--- src/rtl/panel_switch_reader.sv ---
// Front-panel switch reader: synchronises and debounces active-low switches, keeps sticky change
// flags and returns either register over a single-cycle read handshake. Optional irq: PANEL_SWITCH_READER_IRQ_EN.
module panel_switch_reader #(
  parameter int WIDTH           = 8,
  parameter int DEBOUNCE_CYCLES = 16
) (
  input  logic             clk,
  input  logic             rst,
  input  logic [WIDTH-1:0] sw_n,
  input  logic             rd_req,
  input  logic             rd_sel,
  output logic             rd_valid,
  output logic [WIDTH-1:0] rd_data,
  output logic             bus_oe,
  output logic [WIDTH-1:0] state
`ifdef PANEL_SWITCH_READER_IRQ_EN
  ,
  output logic             irq
`endif
);

  localparam int CNT_W = (DEBOUNCE_CYCLES < 2) ? 1 : $clog2(DEBOUNCE_CYCLES);
  localparam logic [CNT_W-1:0] CNT_LAST = CNT_W'(DEBOUNCE_CYCLES - 1);

  if (DEBOUNCE_CYCLES < 2) begin : g_bad_debounce
    $fatal(1, "panel_switch_reader: DEBOUNCE_CYCLES must be at least 2");
  end

  logic [WIDTH-1:0]            sync1;
  logic [WIDTH-1:0]            sync2;
  logic [WIDTH-1:0][CNT_W-1:0] cnt;
  logic [WIDTH-1:0][CNT_W-1:0] cnt_n;
  logic [WIDTH-1:0]            state_n;
  logic [WIDTH-1:0]            changed;
  logic [WIDTH-1:0]            changed_n;
  logic [WIDTH-1:0]            set_mask;
  logic [WIDTH-1:0]            clr_mask;

  always_comb begin
    cnt_n    = cnt;
    state_n  = state;
    set_mask = '0;
    for (int i = 0; i < WIDTH; i++) begin
      if (sync2[i] == state[i]) begin
        cnt_n[i] = '0;
      end else if (cnt[i] == CNT_LAST) begin
        state_n[i]  = ~state[i];
        cnt_n[i]    = '0;
        set_mask[i] = 1'b1;
      end else begin
        cnt_n[i] = cnt[i] + CNT_W'(1);
      end
    end
    // a read clears only what it returns; a set on the same edge wins so no event is lost
    clr_mask  = (rd_req && rd_sel) ? changed : '0;
    changed_n = (changed & ~clr_mask) | set_mask;
  end

  always_ff @(posedge clk) begin
    if (rst) begin
      sync1    <= '0;
      sync2    <= '0;
      cnt      <= '0;
      state    <= '0;
      changed  <= '0;
      rd_valid <= 1'b0;
      rd_data  <= '0;
    end else begin
      sync1    <= ~sw_n;
      sync2    <= sync1;
      cnt      <= cnt_n;
      state    <= state_n;
      changed  <= changed_n;
      rd_valid <= rd_req;
      if (rd_req) begin
        rd_data <= rd_sel ? changed : state;
      end else begin
        rd_data <= '0;
      end
    end
  end

  assign bus_oe = rd_valid;

`ifdef PANEL_SWITCH_READER_IRQ_EN
  always_ff @(posedge clk) begin
    if (rst) begin
      irq <= 1'b0;
    end else begin
      irq <= |changed;
    end
  end
`endif

endmodule

--- config.mk ---
export PLATFORM = sky130hd
export DESIGN_NAME = panel_switch_reader
export DESIGN_NICKNAME = d
export VERILOG_FILES = /design/src/rtl/panel_switch_reader.sv
export SDC_FILE = /design/constraint.sdc
export NUM_CORES = 1
export LEC_CHECK = 0
export CAP_MARGIN = 0
export CORE_UTILIZATION = 40
export DETAILED_ROUTE_END_ITERATION = 12
export PLACE_DENSITY = 0.6
export SETUP_SLACK_MARGIN = 0.1
export SYNTH_ARGS = -nofsm -noshare
export SYNTH_HDL_FRONTEND = slang
export SYNTH_SLANG_ARGS = --single-unit
--- constraint.sdc ---
create_clock -name clk -period 1.44 [get_ports clk]
set_input_delay 0.288 -clock clk [delete_from_list [all_inputs] [get_ports clk]]
set_output_delay 0.288 -clock clk [all_outputs]
set_load 0.05 [all_outputs]
==> run_results.csv <==
group,metric,value,unit
setup_path,crit_buf_inv,1,
min_path,min_path_type,"flip-flop to flip-flop",
logic_synthesis,ys_seq_area_share,56.51,%
logic_synthesis,synth_xor_area_share,8.128,%
logic_synthesis,muxShareOfSynthArea,6.193,%
logic_synthesis,yosysTopAreaCell,"dfxtp_1",
clock_tree,cts_root_buf,"clkbuf_8",
drt,wl_per_cell,10.77,um
clock_tree,ctsResizeCount,0,
sta,maxSlewViolCount,0,
sta,min_period,1.251,ns
logic_synthesis,synth.distinct_cells,18,
clock_tree,cts_sinks,73,
setup_path,cp.arrival,0.96,ns
power_and_ir_drop,leakage,1.554,nW
drt,viasPerCell,4.512,
placed_design,hpwl,2.711,mm
sta,max_freq,799.6,MHz
global_route,globalRouteMet1Util,17.34,%
logic_synthesis,ys_warn_count,0,
drt,wirelength,3.995,mm
clock_tree,ctsHoldBuffers,0,
die,fp.dieH,82.41,um
global_route,busiest_layer,"met2",
global_route,grtUsageMet3,4.615,%
logic_synthesis,ys_ff_latch,73,
min_path,min-delay-start,"sync1[0]",
die,core,6061,um2
sta,fin_setup_tns,0,ns
sta,holdWs,0.4369,ns
die,row_count,28,
logic_synthesis,synth_fa_ha_area_share,3.870,%
clock_tree,insertion_delay,0.34,ns
setup_path,required,1.15,ns
clock_tree,clockBufferDepth,2,
global_route,grt_overflow,0,
logic_synthesis,synth_top_area_share,56.51,%
logic_synthesis,synth_simple_gate_area_share,20.66,%
global_route,grt_max_degree,21,
layout,synthToLayoutAreaGrowth,33.72,%
global_route,grt_usage,14.25,%
drt,drcViolationCount,0,
drt,vias,1674,
setup_path,worst-setup-path-type,"flip-flop to primary output",
power_and_ir_drop,power.density,1260,nW/um2
setup_path,slowest_delay,0.45,ns
sta,finalCritPeriodShare,86.85,%
drt,drt_iter0_markers,33,
sta,final_hold_viol_count,0,
job,maxCapViolations,0,
die,io_pins,30,
power_and_ir_drop,ir_drop,0.7295,mV
logic_synthesis,synth_top_family_by_area,"simple AND/OR/NAND/NOR gates",
setup_path,start_kind,"flip-flop",
placed_design,io_buffers,29,
sta,tightestPinTransition,0.3198,ns
sta,rsz0062_at_grt,"false",
clock_tree,post-cts-setup-buffers,0,
layout,fin_nets,311,
clock_tree,htree_levels,3,
logic_synthesis,syn_area_per_cell,10.26,um2
sta,setup_viol_count_final,0,
clock_tree,cts.clk_slew.worst_paths,0.07,ns
setup_path,critical_path.reg2reg.startpoint,"cnt[16]",
clock_tree,tritoncts,"built",
setup_path,startpoint,"state[3]",
placed_design,place.gp.congestion,0.7099,
global_route,antenna_found_initial,0,
logic_synthesis,syn_nets,272,
die,chipWidth,82.41,um
setup_path,path_cells,"buf_12",
layout,n_antenna_cell,0,
outcome,status,"completed",
setup_path,cp_top_family,"flip-flops",
layout,drive_above_1_share,14.86,%
die,initial_utilization,42.67,%
global_route,met2_usage,20.66,%
global_route,grt_first_pass_wirelength,6.962,mm
drt,ant_nets,0,
drt,drtPass1Iterations,4,
logic_synthesis,synth_compound_area_share,1.548,%
setup_path,cp_max_fo,4,
setup_path,slowest_stage,"dfxtp_1",
clock_tree,cts_buffers,9,
global_route,grt_pass1_vias,1645,
sta,maxSlewHeadroom,78.63,%
logic_synthesis,syn-cell-area,2586,um2
sta,skew,0.006704,ns
logic_synthesis,synth_area_leaders,"dfxtp_1 (57%), xor2_1 (8.1%), nor2_1 (7.0%)",
logic_synthesis,postSynthCellCount,252,
die,fp.dieArea,6791,um2
setup_path,cp-end-kind,"primary output",
-- through the flow --
step                      cells  util, %  power, mW  setup slack, ns  area [um2]
final                       371    57.06      4.358           0.1893        3458
after global routing        371    57.06      4.520           0.1277        3458
after CTS                   371    57.06      4.418           0.1582        3458
after detailed placement    355    52.50      2.266          0.02453        3182
after global placement      355    52.50      2.263          0.03266        3182
after floorplan             252        -      2.187           0.2572        2586
-- placed cells by master (no fill, tap or decap) --
master / instances
a21oi_1: 8
and3b_1: 5
and3b_2: 3
buf_12: 20
buf_4: 5
bufinv_16: 4
clkbuf_8: 11
clkdlybuf4s50_1: 11
clkinv_2: 1
dfxtp_1: 73
ha_1: 8
inv_1: 9
mux2i_1: 16
nand2_1: 9
nand2b_1: 9
nand3_1: 16
nand3b_1: 8
nor2_1: 48
nor2b_1: 8
xor2_1: 24
-- cell families after synthesis --
kind of cell | Yosys count
simple gates | 106
buf+inv | 17
flops | 73
xor+xnor | 24
compound gates | 8
mux | 16
fa+ha+maj | 8
-- state kept, by name, indices dropped and copies added (netlist names) --
register  count
changed       8
state         8
rd_data       8
sync1         8
cnt          32
bus_oe        1
sync2         8
-- layout make-up --
cell class                 count  area [um2]
clock inverter                 5       125.1
inverter                       9       33.78
tap                           75       93.84
timing repair buffer          36       548.0
fill                         521        2603
clock buffer                  11       151.4
multi-input combinational    162        1045
sequential                    73        1461
-- path summary, 6_finish.rpt --
path / end / slack [ns] / depth (start not counted)
max: state[3] / 0.19 / 1
min: sync2[0] / 0.44 / 1
max reg2reg: state[4] / 0.37 / 4
min reg2reg: sync2[0] / 0.44 / 1
-- cell usage after synthesis --
cell      number
nand3b_1       8
and3b_2        3
nand3_1       16
inv_1          9
nand2b_1       9
nor2b_1        8
and3b_1        5
dfxtp_1       73
buf_4          1
a21oi_1        8
ha_1           8
nand2_1        9
xor2_1        24
mux2i_1       16
buf_6          1
nor2_1        48
clkbuf_1       2
buf_2          4
-- layer usage --
metal	up-vias	routed length, um
li1	892	-
met1	741	2018
met5	-	0
met2	30	1700
met4	0	127
met3	11	150
-- power by group --
group	internal (mW)	leakage [nW]	switching (mW)	total [mW]
sequential	2.05	0.592	0.0148	2.06
combinational	0.0831	0.822	0.0719	0.155
clock	1.42	0.140	0.723	2.14
total	3.55	1.55	0.810	4.36
Note: power is estimated with default switching activity, not from simulation.
